<file path="config.mk">
export PLATFORM = sky130hd
export DESIGN_NAME = idecode_sb
export DESIGN_NICKNAME = d
export VERILOG_FILES = /design/src/rtl/idecode_sb_pkg.sv /design/src/rtl/idecode_sb_regscoreboard.sv /design/src/rtl/idecode_sb.sv
export SDC_FILE = /design/constraint.sdc
export NUM_CORES = 1
export LEC_CHECK = 0
export CAP_MARGIN = 20
export CORE_MARGIN = 2
export CORE_UTILIZATION = 40
export DETAILED_ROUTE_END_ITERATION = 12
export PLACE_DENSITY = 0.65
export SLEW_MARGIN = 30
export SYNTH_ARGS = -nofsm -noshare
export SYNTH_HDL_FRONTEND = slang
export SYNTH_SLANG_ARGS = --single-unit
</file>
<file path="constraint.sdc">
create_clock -name clk -period 10.45 [get_ports clk]
set_input_delay 2.09 -clock clk [delete_from_list [all_inputs] [get_ports clk]]
set_output_delay 2.09 -clock clk [all_outputs]
set_load 0.01 [all_outputs]
</file>
<file path="src/rtl/idecode_sb_pkg.sv">
// Shared decode definitions for idecode_sb: field positions, opcode map,
// decoded-opcode enum and the decode/immediate helper functions.
package idecode_sb_pkg;

  localparam int W_OPC  = 5;
  localparam int W_DOPC = 4;
  localparam int W_CC   = 3;
  localparam int W_IMM  = 16;

  // inst layout: opc[31:27] immf[26] rd[21 +: W_RD] rs[16 +: W_RD] imm[15:0]
  localparam int OFF_OPC  = 27;
  localparam int BIT_IMMF = 26;
  localparam int OFF_RD   = 21;
  localparam int OFF_RS   = 16;

  localparam logic [W_OPC-1:0] OPC_ADD = 5'd0;
  localparam logic [W_OPC-1:0] OPC_SUB = 5'd1;
  localparam logic [W_OPC-1:0] OPC_AND = 5'd2;
  localparam logic [W_OPC-1:0] OPC_OR  = 5'd3;
  localparam logic [W_OPC-1:0] OPC_XOR = 5'd4;
  localparam logic [W_OPC-1:0] OPC_SHL = 5'd5;
  localparam logic [W_OPC-1:0] OPC_LDH = 5'd6;
  localparam logic [W_OPC-1:0] OPC_CMP = 5'd7;
  localparam logic [W_OPC-1:0] OPC_JMP = 5'd8;

  typedef enum logic [W_DOPC-1:0] {
    DNOP  = 4'd0,
    DADD  = 4'd1,
    DSUB  = 4'd2,
    DAND  = 4'd3,
    DOR   = 4'd4,
    DXOR  = 4'd5,
    DSHL  = 4'd6,
    DLDH  = 4'd7,
    DCMP  = 4'd8,
    DJUMP = 4'd9
  } dopc_e;

  function automatic dopc_e decode_ope(input logic [W_OPC-1:0] opc);
    case (opc)
      OPC_ADD: return DADD;
      OPC_SUB: return DSUB;
      OPC_AND: return DAND;
      OPC_OR:  return DOR;
      OPC_XOR: return DXOR;
      OPC_SHL: return DSHL;
      OPC_LDH: return DLDH;
      OPC_CMP: return DCMP;
      OPC_JMP: return DJUMP;
      default: return DNOP;
    endcase
  endfunction

  // Logical ops zero-extend, LDH loads the upper half, everything else sign-extends.
  function automatic logic [31:0] expand_imm(input logic [W_OPC-1:0] opc,
                                             input logic [W_IMM-1:0] imm);
    case (opc)
      OPC_AND, OPC_OR, OPC_XOR: return {16'h0, imm};
      OPC_LDH:                  return {imm, 16'h0};
      default:                  return {{16{imm[W_IMM-1]}}, imm};
    endcase
  endfunction

  function automatic logic wb_required(input logic [W_OPC-1:0] opc);
    dopc_e d;
    d = decode_ope(opc);
    return !(d == DNOP || d == DCMP || d == DJUMP);
  endfunction

endpackage

</file>
<file path="src/rtl/idecode_sb_regscoreboard.sv">
// Register busy-bit scoreboard: one set port, one clear port, a flush mask
// and two combinational read ports. Set wins over a same-cycle clear.
module regscoreboard #(
  parameter int NREG = 16
) (
  input  logic                    clk,
  input  logic                    rst,
  input  logic                    set_v,
  input  logic [$clog2(NREG)-1:0] set_num,
  input  logic                    clr_v,
  input  logic [$clog2(NREG)-1:0] clr_num,
  input  logic [NREG-1:0]         flush_mask,
  input  logic [$clog2(NREG)-1:0] ra_num,
  input  logic [$clog2(NREG)-1:0] rb_num,
  output logic                    ra_busy,
  output logic                    rb_busy
);
  localparam int W_RD = $clog2(NREG);

  logic [NREG-1:0] busy;

  for (genvar g = 0; g < NREG; g++) begin : g_bit
    always_ff @(posedge clk or posedge rst) begin
      if (rst)
        busy[g] <= 1'b0;
      else if (set_v && set_num == W_RD'(g))
        busy[g] <= 1'b1;
      else if ((clr_v && clr_num == W_RD'(g)) || flush_mask[g])
        busy[g] <= 1'b0;
    end
  end

  assign ra_busy = busy[ra_num];
  assign rb_busy = busy[rb_num];

endmodule

</file>
<file path="src/rtl/idecode_sb.sv">
// Instruction decode stage with register scoreboard interlock and a
// two-entry (output + skid) FIFO toward EX.
module idecode_sb
  import idecode_sb_pkg::*;
#(
  parameter int WORD = 32,
  parameter int ADDR = 32,
  parameter int NREG = 16
) (
  input  logic                    clk,
  input  logic                    rst,
  input  logic                    v_i,
  output logic                    stall_o,
  input  logic [WORD-1:0]         inst_i,
  input  logic [ADDR-1:0]         origaddr_i,
  input  logic                    flush_i,
  output logic [$clog2(NREG)-1:0] r0_num_o,
  output logic [$clog2(NREG)-1:0] r1_num_o,
  input  logic [WORD-1:0]         r0_data_i,
  input  logic [WORD-1:0]         r1_data_i,
  input  logic                    wbk_v_i,
  input  logic [$clog2(NREG)-1:0] wbk_num_i,
  output logic                    v_o,
  input  logic                    stall_i,
  output logic [WORD-1:0]         src_o,
  output logic [WORD-1:0]         dest_o,
  output logic                    wb_o,
  output logic [$clog2(NREG)-1:0] rd_num_o,
  output logic [W_DOPC-1:0]       dopc_o,
  output logic [W_OPC-1:0]        opc_o,
  output logic [ADDR-1:0]         origaddr_o,
  output logic [W_CC-1:0]         cc_o
);
  localparam int W_RD = $clog2(NREG);

  typedef struct packed {
    logic [WORD-1:0] src;
    logic [WORD-1:0] dest;
    logic            wb;
    logic [W_RD-1:0] rd;
    dopc_e           dopc;
    logic [W_OPC-1:0] opc;
    logic [ADDR-1:0] addr;
    logic [W_CC-1:0] cc;
  } ent_t;

  logic [W_RD-1:0]  rd_f, rs_f;
  logic [W_OPC-1:0] opc_f;
  logic [W_IMM-1:0] imm_f;
  logic             immf;
  logic             rd_busy, rs_busy, hazard, full, accept, pop;
  logic [1:0]       cnt;
  ent_t             e0, e1, ne;
  logic [NREG-1:0]  flush_mask;
  logic             unused_inst;

  assign rd_f  = inst_i[OFF_RD +: W_RD];
  assign rs_f  = inst_i[OFF_RS +: W_RD];
  assign opc_f = inst_i[OFF_OPC +: W_OPC];
  assign imm_f = inst_i[W_IMM-1:0];
  assign immf  = inst_i[BIT_IMMF];
  assign unused_inst = ^inst_i;

  assign r0_num_o = rd_f;
  assign r1_num_o = rs_f;

  // Scoreboard is read from registered state only, so a same-cycle wbk does not bypass.
  assign hazard  = v_i & (rd_busy | (~immf & rs_busy));
  assign stall_o = hazard | full;
  assign accept  = v_i & ~stall_o & ~flush_i;
  assign v_o     = (cnt != 2'd0);
  assign pop     = v_o & ~stall_i;

  always_comb begin
    ne      = '0;
    ne.src  = immf ? WORD'(expand_imm(opc_f, imm_f)) : r1_data_i;
    ne.dest = r0_data_i;
    ne.wb   = wb_required(opc_f);
    ne.rd   = rd_f;
    ne.dopc = decode_ope(opc_f);
    ne.opc  = opc_f;
    ne.addr = origaddr_i;
    ne.cc   = rd_f[W_CC-1:0];
  end

  // Only writes owned by entries still held here are released on flush.
  always_comb begin
    flush_mask = '0;
    if (flush_i) begin
      if (cnt != 2'd0 && e0.wb) flush_mask[e0.rd] = 1'b1;
      if (cnt == 2'd2 && e1.wb) flush_mask[e1.rd] = 1'b1;
    end
  end

  regscoreboard #(.NREG(NREG)) u_sb (
    .clk        (clk),
    .rst        (rst),
    .set_v      (accept & ne.wb),
    .set_num    (rd_f),
    .clr_v      (wbk_v_i),
    .clr_num    (wbk_num_i),
    .flush_mask (flush_mask),
    .ra_num     (rd_f),
    .rb_num     (rs_f),
    .ra_busy    (rd_busy),
    .rb_busy    (rs_busy)
  );

  always_ff @(posedge clk or posedge rst) begin
    if (rst) begin
      cnt  <= 2'd0;
      full <= 1'b0;
      e0   <= '0;
      e1   <= '0;
    end else if (flush_i) begin
      cnt  <= 2'd0;
      full <= 1'b0;
    end else begin
      case (cnt)
        2'd0: if (accept) begin
          e0  <= ne;
          cnt <= 2'd1;
        end
        2'd1: begin
          if (accept && pop) begin
            e0 <= ne;
          end else if (accept) begin
            e1   <= ne;
            cnt  <= 2'd2;
            full <= 1'b1;
          end else if (pop) begin
            cnt <= 2'd0;
          end
        end
        default: if (pop) begin
          e0   <= e1;
          cnt  <= 2'd1;
          full <= 1'b0;
        end
      endcase
    end
  end

  assign src_o      = e0.src;
  assign dest_o     = e0.dest;
  assign wb_o       = e0.wb;
  assign rd_num_o   = e0.rd;
  assign dopc_o     = e0.dopc;
  assign opc_o      = e0.opc;
  assign origaddr_o = e0.addr;
  assign cc_o       = e0.cc;

endmodule

</file>
* Word-level counts from Yosys, hierarchy flattened *
Memory sizes are Yosys's and may differ from the RTL's.
Index checks and enable logic that the tools add are counted.

word-level totals
  word-level logic and storage cells = 250
  bits in read-only memories = 128
  register bits after elaboration = 245
  memories = 2
  output and inout port bits = 123

memory list
  name             words  width  rd ports  clocked after memory_dff  wr ports  RTL line              RTL
  (no name shown)  16     4      1         0                         0         idecode_sb_pkg.sv:40  case (opc)
  (no name shown)  16     4      1         0                         0         idecode_sb_pkg.sv:40

operators by class
  $lt $le $gt $ge = 6
  equal/unequal tests = 45
  bitwise operators = 14
  muxes and demuxes = 64
  reductions and logical operators = 85

operator list
  kind                number
  $mux 113            3
  $pmux 113 s2        1
  $eq 4x4->1 const B  18
  $mux 16             4
  $pmux 32 s2         1
  $mux 1              40
  $logic_and 1x1->1   37
  $reduce_bool 2->1   17
  $eq 4x3->1 const B  8
  $mux 32             1
  $lt 4x5->1 const B  4
  $logic_or 1x1->1    18
  $eq 4x2->1 const B  4
  $or 16x16->16       1
  $reduce_and 4->1    4
  $logic_not 4->1     3
  $mux 2              6
  $eq 5x2->1 const B  2
  $eq 5x3->1 const B  2
  $ne 3x3->1 const B  3
  $bmux 1 s4          2
  $demux 1 s4         2
  $eq 4x1->1 const B  2
  $ge 4x1->1 const B  2
  other kinds (15)    29

* Logic depth before layout (Yosys ltp) *
Gate-level depths: netlist of run 1.

  depth after elaboration = 13
  depth in mapped cells = 10
  depth with buffers taken out = 8

* Hierarchy *
A second synthesis of run 1 with hierarchy kept.

unflattened totals
  cells, all modules = 1000
  area, all modules = 12381.9 um^2

by module, submodules not included
  module         cells an instance  times used  area an instance (um^2)  sequential area each (um^2)
  idecode_sb     906                1           11345.9                  5580.4
  regscoreboard  94                 1           1036.0                   400.4

* Worst setup path before layout of run 1 *
Ideal clock, no wire load.

  path kind = input-to-output
  start = in inst_i[17]
  end = out stall_o
  data arrival time = 3.318 ns
  cell stages on the path = 5
  path slack = 5.042 ns
  path through = clkbuf_1 > mux4_2 > o2111ai_1 > nand3_2 > a21o_1

on the way
  word-level cells in the longest chain between the ends = 6

RTL lines
  item                          RTL line                        RTL
  from (decl)                   idecode_sb.sv:14                input logic [WORD-1:0] inst_i,
  $bmux 1 s4                    idecode_sb_regscoreboard.sv:34  assign rb_busy = busy[rb_num];
  $mux 1 (implied by the code)  idecode_sb_regscoreboard.sv:34
  $and 1x1->1                   idecode_sb.sv:68                assign hazard = v_i & (rd_busy | (~immf & rs_busy));
  $or 1x1->1                    idecode_sb.sv:68
  $and 1x1->1                   idecode_sb.sv:68
  $or 1x1->1                    idecode_sb.sv:69                assign stall_o = hazard | full;
  to (decl)                     idecode_sb.sv:13                output logic stall_o,

No other way between the ends. The select of a mux whose other input is x is not followed.

* Worst setup path in the final report of run 1 *
  start = in inst_i[22]
  end = out stall_o

on the way
  word-level cells in the longest chain between the ends = 5

RTL lines
  item                          RTL line                        RTL
  $bmux 1 s4                    idecode_sb_regscoreboard.sv:33  assign ra_busy = busy[ra_num];
  $mux 1 (implied by the code)  idecode_sb_regscoreboard.sv:33
  $or 1x1->1                    idecode_sb.sv:68
  $and 1x1->1                   idecode_sb.sv:68
  $or 1x1->1                    idecode_sb.sv:69

No other way between the ends. The select of a mux whose other input is x is not followed.

==> flow_summary.rst, run 1 <==
.. list-table::
   :header-rows: 1

   * - Metric
     - Value
   * - Sequential fraction of the synthesis area
     - 51.1%
   * - Cts hold-fix bufs
     - 0
   * - Number of warnings issued by yosys
     - 0
   * - Number of violations reported at the end of detailed-routing iteration 0
     - 380
   * - Tightest Pin Transition
     - 0.912 ns
   * - R2R Path Start
     - u_sb.busy[14]
   * - Top FF cell, synth
     - dfrtp_1
   * - Synthesized-area fraction occupied by xor and xnor cells
     - 0%
   * - Antenna viol nets, final
     - 0
   * - Tcrit/Tclk final
     - 64.6%
   * - Fraction of final layout cells sized beyond drive strength 1
     - 23.3%
   * - Floorplan die height
     - 175 um
   * - Worst setup path class
     - in2out
   * - Startpoint of the lowest-slack hold path
     - e1[23]
   * - Final global-route overflow total
     - 0
   * - Detailed Routing Iterations Pass 1
     - 5
   * - Setup slack after placement
     - 3.68 ns
   * - Distinct cells, synth
     - 46
   * - DRC violations left
     - 0
   * - Run status
     - completed
   * - Area share of the largest cell type after synthesis
     - 51.1%
   * - Required time of the critical path
     - 8.36 ns
   * - Cell count of the worst reg-to-reg path
     - 7
   * - Final cell count without fillers
     - 1585
   * - Async set or reset register ratio after synthesis
     - 100%
   * - Worst vdd rail ir drop
     - 126 uV
   * - WHS Endpoint
     - e1[23]
   * - Max_slew headroom
     - 39.2%
   * - Total number of vias
     - 8298
   * - Clock period minus final worst setup slack
     - 6.76 ns
   * - Clock Latency Late Sink
     - 0.54 ns
   * - Endpoint type of the worst setup path
     - output port
   * - Maximum number of pins on one net before global-route repair
     - 101
   * - Placed insts
     - 1534
   * - Max Transition Viols Final
     - 0
   * - Synth-to-Final Area Change
     - 32.0%
   * - Post-Synthesis Mean Instance Area
     - 12.3 um^2
   * - Post-synthesis sequential element count
     - 239
   * - Met2 usage
     - 31.5%
   * - Syn nets
     - 1096
   * - Share of synthesized area spent on multiplexers
     - 29.5%
   * - RSZ-0062 raised after global routing
     - no
   * - Horizontal die dimension
     - 175 um
   * - Number of enable-type register cells in the synthesized netlist
     - 0
   * - Final total negative setup slack
     - 0 ns
   * - Gates resized, CTS repair
     - 0
   * - Highest-delay cell along the critical path
     - clkdlybuf4s50_1
   * - Met3 layer usage reported by global route
     - 5.16%
   * - Signal arrival time at the worst endpoint
     - 4.67 ns
   * - Power Density
     - 200 nW/um^2
   * - Type of origin of the critical path
     - primary input
   * - Root buf cell
     - clkbuf_16
   * - Least setup slack across all paths after layout
     - 3.69 ns
   * - Maximum buffer depth of the clock tree
     - 3
   * - Delay of the slowest cell on the worst path
     - 0.97 ns
   * - Placeable Area
     - 28800 um^2
   * - Floorplan row count
     - 62
   * - Hold Path Stages
     - 1
   * - Vias per Instance
     - 5.24
   * - Cell types with the largest area share after synthesis
     - dfrtp_1 51%, mux2_2 19%, mux2_1 5.8%, mux2i_1 3.3%, o21ai_0 2.0%
   * - Initial standard-cell utilization of the core
     - 40.6%
   * - Met1 Use GR
     - 25.4%
   * - Cell area after synthesis
     - 11700 um^2
   * - Type of the most critical hold path
     - reg2reg
   * - Clock skew
     - 0.0100 ns
   * - Adder and majority cell fraction of the synthesized area
     - 0.428%
   * - Number of top-level pins
     - 261
   * - Maximum fanout encountered on the critical timing path
     - 16
   * - Slack of the worst reg-to-reg path
     - 6.99 ns
   * - Cell type with the highest occurrence count on the critical path
     - clkdlybuf4s50_1
   * - Syn Inst Count
     - 954
   * - Post-layout nets
     - 1322
   * - Crit path cell chain
     - clkdlybuf4s50_1 -> mux4_2 -> mux2i_1 -> mux2_2 -> nand3_2 -> a21o_1 -> clkdlybuf4s50_1
   * - Cell taking the most area after synthesis
     - dfrtp_1
   * - CTS H-tree lvls
     - 1
   * - Wire length of the first global-routing pass
     - 47.4 mm
   * - Weighted congestion at the end of routability-driven global placement
     - 0.843
   * - Number of port buffers
     - 258
   * - Number of global-route vias before repair
     - 8557
   * - Synthesized-area fraction occupied by ao, oa, aoi and oai cells
     - 8.08%
   * - Final setup vio count
     - 0
   * - Post-detail-place hpwl
     - 19.9 mm
   * - Sink Count
     - 239
   * - Number of max-cap violations
     - 0
   * - Area share of and/or/nand/nor cells after synthesis
     - 6.27%
   * - Leakage power summed over all cells
     - 0.00672 uW
   * - Clock buffer count from CTS
     - 28
   * - Clock tree from TritonCTS
     - built
   * - Hold Vio Cnt, Final
     - 0
   * - Die Footprint
     - 30600 um^2
   * - Clock-pin slew reported for the worst setup and hold paths after clock tree synthesis
     - 0.05 ns
   * - Number of antenna repair diodes
     - 0
   * - Average wire per cell in the routed design
     - 18.7 um
   * - Timing-limited maximum frequency
     - 0.148 GHz
   * - Dominant combinational cell family by area after synthesis
     - multiplexers
   * - All-layer global routing usage
     - 19.2%
   * - Antenna violations before repair
     - 0
   * - Post-CTS Repair Setup Buffers
     - 0
   * - Endpoint of the worst-slack reg-to-reg timing path
     - e1[4]
   * - Most utilized layer in the global route result
     - met2
   * - Routed wire length
     - 29.6 mm
-- sequential cells by signal (all words and copies together), names as in the netlist, 2 cells and up --
signal,count
cnt,2
dest_o,32
dopc_o,4
e1,110
opc_o,5
origaddr_o,32
rd_num_o,4
src_o,32
u_sb.busy,16
-- cell type report --
cell class,count,area (um^2)
repair buffers,266,2650
well taps,384,480
fillers,2476,13300
clock buffers,39,833
multi-input cells,604,5210
inverters,41,161
clock inverters,12,118
flip-flops and latches,239,5980
-- layout by cell type, fill, tap and decap left out, types with 4 or more instances in the layout --
cell type / count
clkdlybuf4s50_1: 258
dfrtp_1: 238
mux2_2: 200
mux2_1: 60
nand2_1: 54
o21ai_0: 46
inv_1: 39
mux2i_1: 39
clkbuf_16: 29
a21oi_1: 24
nor2_1: 19
a31oi_1: 15
nor2b_1: 13
nand3_1: 12
a22oi_1: 10
o22ai_1: 10
nand2b_1: 9
and2_1: 8
a221oi_1: 8
and3_1: 8
a31o_2: 7
a21o_1: 7
clkinv_2: 7
clkbuf_8: 7
mux4_2: 6
o32ai_1: 6
buf_4: 6
nand3b_1: 5
o211ai_1: 4
o31ai_1: 4
ha_1: 4
-- worst max path at each step --
stage	startpoint	endpoint	slack (ns)	depth (start not counted)
finish	inst_i[22]	stall_o	3.69	7
global route	inst_i[21]	stall_o	3.54	7
CTS	inst_i[21]	stall_o	3.67	7
detailed placement	inst_i[21]	stall_o	3.68	7
global placement	inst_i[21]	stall_o	3.69	7
floorplan	rst	cnt[0]	1.80	1
-- where the power goes --
group	leakage [uW]	internal [uW]	total [uW]	switching, uW
clock network	0.000467	603	990	388
registers	0.00290	1180	1320	141
logic	0.00335	463	770	307
-- stage by stage --
step | cell area, um^2 | total power, uW | utilization, % | hold slack, ns
global placement | 14500 | 2090 | 50.3 | 0.468
CTS | 15400 | 3120 | 53.6 | 0.491
global route | 15400 | 3240 | 53.6 | 0.499
finish | 15400 | 3080 | 53.6 | 0.484
detailed placement | 14500 | 2110 | 50.3 | 0.477
floorplan | 11700 | 1700 | - | 0.459
-- routing by layer --
| layer | vias up | wire, um |
|---|---|---|
| met1 | 4156 | 12800 |
| met3 | 48 | 2120 |
| met4 | 0 | 550 |
| li1 | 3875 | - |
| met2 | 219 | 14200 |
| met5 | - | 0 |
-- cells by family (layout without fill, tap and decap cells) --
family	after synthesis	after routing
compound gates	149	149
mux	305	305
buf+inv	111	358
fa+ha+maj	4	4
flops	239	239
simple gates	146	146
-- cells in the mapped netlist (2+ instances only) --
cell type and instances:
dfrtp_1 239, mux2_2 200, mux2_1 60, nand2_1 54
o21ai_0 46, inv_1 40, mux2i_1 39, clkbuf_1 34
a21oi_1 24, nor2_1 19, a31oi_1 15, nor2b_1 14
buf_2 13, nand3_1 12, buf_4 11, a22oi_1 10
o22ai_1 10, a221oi_1 9, nand2b_1 9, and2_1 8
and3_1 8, buf_6 8, a21o_1 7, a31o_2 7
mux4_2 6, o32ai_1 6, nand3b_1 5, o31ai_1 5
buf_1 4, ha_1 4, o211ai_1 4, nor3_1 3
nor4_1 3, or2_2 3, and3b_1 2, o21a_1 2
or4_1 2
-- worst max-delay path: cells and delay by family --
family	cells	cell delay, ns
buffers and inverters	2	1.44
AOI/OAI and AO/OA	1	0.22
muxes	3	0.76
and+or+nand+nor	1	0.15
Note: power is estimated with default switching activity, not from simulation.
==> inputs of run 2 (changes only) <==
==> constraint.sdc (replaced) <==
create_clock -name clk -period 6.5 [get_ports clk]
set_input_delay 1.3 -clock clk [delete_from_list [all_inputs] [get_ports clk]]
set_output_delay 1.3 -clock clk [all_outputs]
set_load 0.01 [all_outputs]
==> flow_summary.rst, run 2 (synthesis gave the netlist of run 1 again) <==
.. list-table::
   :header-rows: 1

   * - Metric
     - Value
   * - Run status
     - completed
   * - Setup crit end
     - stall_o
   * - Largest register FFs
     - 110
   * - Vias per Instance
     - 5.25
   * - Average wire per cell in the routed design
     - 18.6 um
   * - Number of max-cap violations
     - 0
   * - Combinational fraction of design power
     - 25.1%
   * - Sw Ratio
     - 26.6%
   * - Post-detail-place hpwl
     - 19.6 mm
   * - Clock-pin slew reported for the worst setup and hold paths after clock tree synthesis
     - 0.06 ns
   * - Number of violations reported at the end of detailed-routing iteration 0
     - 524
   * - Reg with most FFs
     - e1
   * - Clock buffer count from CTS
     - 27
   * - Worst vdd rail ir drop
     - 204 uV
   * - Maximum fanout encountered on the critical timing path
     - 12
   * - CTS H-tree lvls
     - 1
   * - DRC violations left
     - 0
   * - Sink Count
     - 239
   * - Type of the most critical hold path
     - reg2reg
   * - Fraction of final layout cells sized beyond drive strength 1
     - 23.1%
   * - Antenna viol nets, final
     - 0
   * - Most frequent cells in the layout
     - 258 x clkdlybuf4s50_1, 238 x dfrtp_1, 200 x mux2_2
   * - Number of top-level pins
     - 261
   * - Power dissipated by switching net loads
     - 1310 uW
   * - Tcrit/Tclk final
     - 80.2%
   * - Post-layout nets
     - 1323
   * - Clock period minus final worst setup slack
     - 5.21 ns
   * - Clock Latency Late Sink
     - 0.52 ns
   * - R2R Path Start
     - u_sb.busy[3]
   * - Timing-limited maximum frequency
     - 0.192 GHz
   * - Synth-to-Final Area Change
     - 32.1%
   * - Detailed Routing Iterations Pass 1
     - 5
   * - Hold Vio Cnt, Final
     - 0
   * - Floorplan die height
     - 175 um
   * - Endpoint type of the worst setup path
     - output port
   * - Placeable Area
     - 28800 um^2
   * - Root buf cell
     - clkbuf_16
   * - Leakage power summed over all cells
     - 0.00673 uW
   * - Die Footprint
     - 30600 um^2
   * - Floorplan row count
     - 62
   * - Antenna violations before repair
     - 0
   * - Number of antenna repair diodes
     - 0
   * - Number of global-route vias before repair
     - 8365
   * - Horizontal die dimension
     - 175 um
   * - RSZ-0062 raised after global routing
     - no
   * - Worst setup path class
     - in2out
   * - Required time of the critical path
     - 5.20 ns
   * - Tightest Pin Transition
     - 0.907 ns
   * - Weighted congestion at the end of routability-driven global placement
     - 0.881
   * - Type of origin of the critical path
     - primary input
   * - Final global-route overflow total
     - 0
   * - Cts hold-fix bufs
     - 0
   * - Slack of the worst reg-to-reg path
     - 3.27 ns
   * - Gates resized, CTS repair
     - 0
   * - Clock network fraction of design power
     - 31.9%
   * - Wire length of the first global-routing pass
     - 47.0 mm
   * - Signal arrival time at the worst endpoint
     - 3.91 ns
   * - Post-CTS Repair Setup Buffers
     - 0
   * - Power Density
     - 319 nW/um^2
   * - Clock skew
     - 0.0151 ns
   * - Endpoint of the worst-slack reg-to-reg timing path
     - e1[30]
   * - PnR Total Power
     - 4930 uW
   * - Most common cell after layout, fill and taps aside
     - clkdlybuf4s50_1
   * - Maximum buffer depth of the clock tree
     - 3
   * - Start point of the critical path
     - inst_i[21]
   * - Maximum number of pins on one net before global-route repair
     - 124
   * - Final setup vio count
     - 0
   * - All-layer global routing usage
     - 18.9%
   * - Final total negative setup slack
     - 0 ns
   * - Routed wire length
     - 29.4 mm
   * - Cell count of the worst reg-to-reg path
     - 7
   * - Total number of vias
     - 8312
   * - Internal power
     - 3620 uW
   * - Number of port buffers
     - 258
   * - Register share of total power
     - 43.0%
   * - Max Transition Viols Final
     - 0
   * - Initial standard-cell utilization of the core
     - 40.6%
   * - Clock tree from TritonCTS
     - built
   * - Max_slew headroom
     - 39.5%
## run 2: cell type report
type,count,area [um^2]
clock inverter,8,115
multi-input combinational,604,5210
sequential,239,5980
inverter,41,158
tap,384,480
clock buffer,40,815
timing repair buffer,268,2690
fill,2491,13300
## run 2: critical path, cell delays in order
cell and delay [ns]:
clkdlybuf4s50_1 0.84, mux4_2 0.58, mux2i_1 0.14, mux2_2 0.19
nand3_2 0.16, a21o_1 0.22, clkdlybuf4s50_1 0.47
## run 2: power by group through the flow
stage	clock network [uW]	logic (uW)	registers, uW
floorplan	0	552	2190
global placement	0	1230	2120
detailed placement	0	1250	2140
CTS	1620	1260	2120
global route	1690	1340	2180
finish	1570	1240	2120
## run 2: how the worst min path moves through the flow
| stage | start | to | cells past startpoint |
|---|---|---|---|
| after floorplan | e1[10] | e1[10] | 1 |
| after global placement | e1[14] | e1[14] | 1 |
| after detailed placement | e1[37] | e1[37] | 1 |
| after CTS | e1[12] | e1[12] | 1 |
| after global routing | e1[20] | e1[20] | 1 |
| final | e1[5] | e1[5] | 1 |
## run 2: metrics by stage
| stage | hold slack [ns] | instance area, um^2 | setup slack [ns] | std cells | util (%) |
|---|---|---|---|---|---|
| after detailed placement | 0.475 | 14500 | 1.30 | 1536 | 50.4 |
| final | 0.483 | 15400 | 1.29 | 1584 | 53.7 |
| after global placement | 0.468 | 14500 | 1.31 | 1536 | 50.4 |
| after floorplan | 0.459 | 11700 | 2.07 | 954 | - |
| after CTS | 0.492 | 15400 | 1.29 | 1584 | 53.7 |
| after global routing | 0.502 | 15400 | 1.11 | 1584 | 53.7 |
## run 2: metal layers
metal	vias to the layer above	track usage (%)	wire length, um
li1	3875	-	-
met1	4136	25.3	12800
met2	256	30.7	13900
met3	45	5.55	2220
met4	0	3.68	467
met5	-	0	0
==> inputs of run 3 (changes only) <==
==> constraint.sdc (replaced) <==
create_clock -name clk -period 5 [get_ports clk]
set_input_delay 1 -clock clk [delete_from_list [all_inputs] [get_ports clk]]
set_output_delay 1 -clock clk [all_outputs]
set_load 0.01 [all_outputs]
==> flow_summary.rst, run 3 (synthesis gave the netlist of run 1 again) <==
.. list-table::
   :header-rows: 1

   * - Metric
     - Value
   * - Placed standard-cell area
     - 14700 um^2
   * - Required time of the critical path
     - 4.00 ns
   * - Number of buffers and inverters on the critical path
     - 2
   * - Number of global-route vias before repair
     - 8402
   * - Family with the most delay on the worst path
     - buffers and inverters
   * - Number of fill cells
     - 2451
   * - Tcrit/Tclk final
     - 88.9%
   * - Average wire per cell in the routed design
     - 18.4 um
   * - Area used by multi-input combinational logic
     - 5210 um^2
   * - Clock skew
     - 0.0264 ns
   * - RSZ-0062 raised after global routing
     - no
   * - Final design utilization
     - 54.1%
   * - Tightest Pin Transition
     - 0.790 ns
   * - Clock period minus final worst setup slack
     - 4.44 ns
   * - Signal arrival time at the worst endpoint
     - 3.44 ns
   * - Maximum number of pins on one net before global-route repair
     - 79
   * - Endpoint type of the worst setup path
     - output port
   * - Placeable Area
     - 28800 um^2
   * - Highest-delay cell along the critical path
     - clkdlybuf4s50_1
   * - Antenna viol nets, final
     - 0
   * - Largest register FFs
     - 110
   * - Total number of vias
     - 8375
   * - Type of the most critical hold path
     - reg2reg
   * - Number of antenna repair diodes
     - 0
   * - Fraction of final layout cells sized beyond drive strength 1
     - 23.7%
   * - Post-route cell area
     - 15600 um^2
   * - Number of port buffers
     - 258
   * - Crit path cell chain
     - clkdlybuf4s50_1 -> mux4_2 -> mux2i_1 -> mux2_2 -> nand3_2 -> a21o_1 -> clkdlybuf4s50_1
   * - Floorplan row count
     - 62
   * - Delay of the slowest cell on the worst path
     - 0.70 ns
   * - Post-detail-place hpwl
     - 20.2 mm
   * - Vias per Instance
     - 5.26
   * - Gates resized, CTS repair
     - 0
   * - Post-layout nets
     - 1333
   * - Timing-limited maximum frequency
     - 0.225 GHz
   * - Most common cell after layout, fill and taps aside
     - clkdlybuf4s50_1
   * - Max Transition Viols Final
     - 0
   * - Final setup vio count
     - 0
   * - Clock tree from TritonCTS
     - built
   * - Worst setup path class
     - in2out
   * - Number of top-level pins
     - 261
   * - Maximum fanout encountered on the critical timing path
     - 8
   * - Leakage power summed over all cells
     - 0.00679 uW
   * - Number of max-cap violations
     - 0
   * - All-layer global routing usage
     - 19.0%
   * - Maximum buffer depth of the clock tree
     - 3
   * - Worst hold-check slack
     - 0.486 ns
   * - Clock-pin slew reported for the worst setup and hold paths after clock tree synthesis
     - 0.06 ns
   * - Weighted congestion at the end of routability-driven global placement
     - 0.853
   * - Most frequent cells in the layout
     - 258 x clkdlybuf4s50_1, 238 x dfrtp_1, 200 x mux2_2
   * - Die Footprint
     - 30600 um^2
   * - Worst vdd rail ir drop
     - 315 uV
   * - Number of violations reported at the end of detailed-routing iteration 0
     - 512
   * - Floorplan die height
     - 175 um
   * - Run status
     - completed
   * - Sink Count
     - 239
   * - Root buf cell
     - clkbuf_16
   * - DRC violations left
     - 0
   * - Max_slew headroom
     - 47.3%
   * - Cell type with the highest occurrence count on the critical path
     - clkdlybuf4s50_1
   * - Hold Vio Cnt, Final
     - 0
   * - Horizontal die dimension
     - 175 um
   * - Detailed Routing Iterations Pass 1
     - 5
   * - Reg with most FFs
     - e1
   * - Sequential cell area in the final layout
     - 5980 um^2
   * - Cts hold-fix bufs
     - 0
   * - CTS H-tree lvls
     - 1
   * - Clock Latency Late Sink
     - 0.56 ns
   * - Routed wire length
     - 29.3 mm
   * - Clock buffer count from CTS
     - 28
   * - Synth-to-Final Area Change
     - 33.2%
   * - Initial standard-cell utilization of the core
     - 40.6%
   * - Power Density
     - 409 nW/um^2
   * - Wire length of the first global-routing pass
     - 47.1 mm
   * - Post-CTS Repair Setup Buffers
     - 0
   * - Antenna violations before repair
     - 0
   * - Final total negative setup slack
     - 0 ns
   * - Type of origin of the critical path
     - primary input
   * - Final global-route overflow total
     - 0
==> run 3: changes by cell type in the layout (fill, tap and decap cells not counted), sizes merged <==
cell    previous run  this run
buf               10        19
bufinv             3         1
clkinv             6         7
inv               39        40
==> run 3: metal layers <==
layer	share of wire, %	wire [um]	track usage, %	up-vias
met5	0	0	0	-
met4	2.0	588	4.55	0
met3	6.4	1890	4.66	39
met2	48	14000	30.9	238
met1	44	12800	25.6	4192
li1	-	-	-	3906
==> run 3: power by group <==
| part | total, uW | leakage [uW] | internal [uW] | switching (uW) |
|---|---|---|---|---|
| clock | 2000 | 0.000457 | 1200 | 804 |
| sequential | 2750 | 0.00290 | 2460 | 290 |
| combinational | 1630 | 0.00343 | 982 | 643 |
| total | 6380 | 0.00679 | 4640 | 1740 |
==> run 3: path summary, 6_finish.rpt <==
| kind | slack (ns) | end | cells past startpoint | from |
|---|---|---|---|---|
| min reg2reg | 0.49 | e1[63] | 1 | e1[63] |
| max in group asynchronous | 3.28 | cnt[1] | 4 | rst |
| min | 0.49 | e1[63] | 1 | e1[63] |
| max reg2reg | 2.07 | rd_num_o[3] | 4 | cnt[1] |
| max | 0.56 | stall_o | 7 | inst_i[21] |
| min in group asynchronous | 0.79 | e1[57] | 2 | rst |
==> run 3: area by class of cell <==
cell class	count	area share [%]
tap	384	3.08
clock inverter	8	0.602
multi-input combinational	604	33.4
timing repair buffer	277	18.2
sequential	239	38.4
inverter	41	1.01
clock buffer	40	5.30
==> run 3: through the flow <==
stage	total power, uW	cells	setup slack [ns]
final	6380	1593	0.556
after global routing	6730	1593	0.410
after CTS	6460	1593	0.527
after detailed placement	4430	1545	0.540
after global placement	4380	1544	0.579
after floorplan	3560	954	0.866
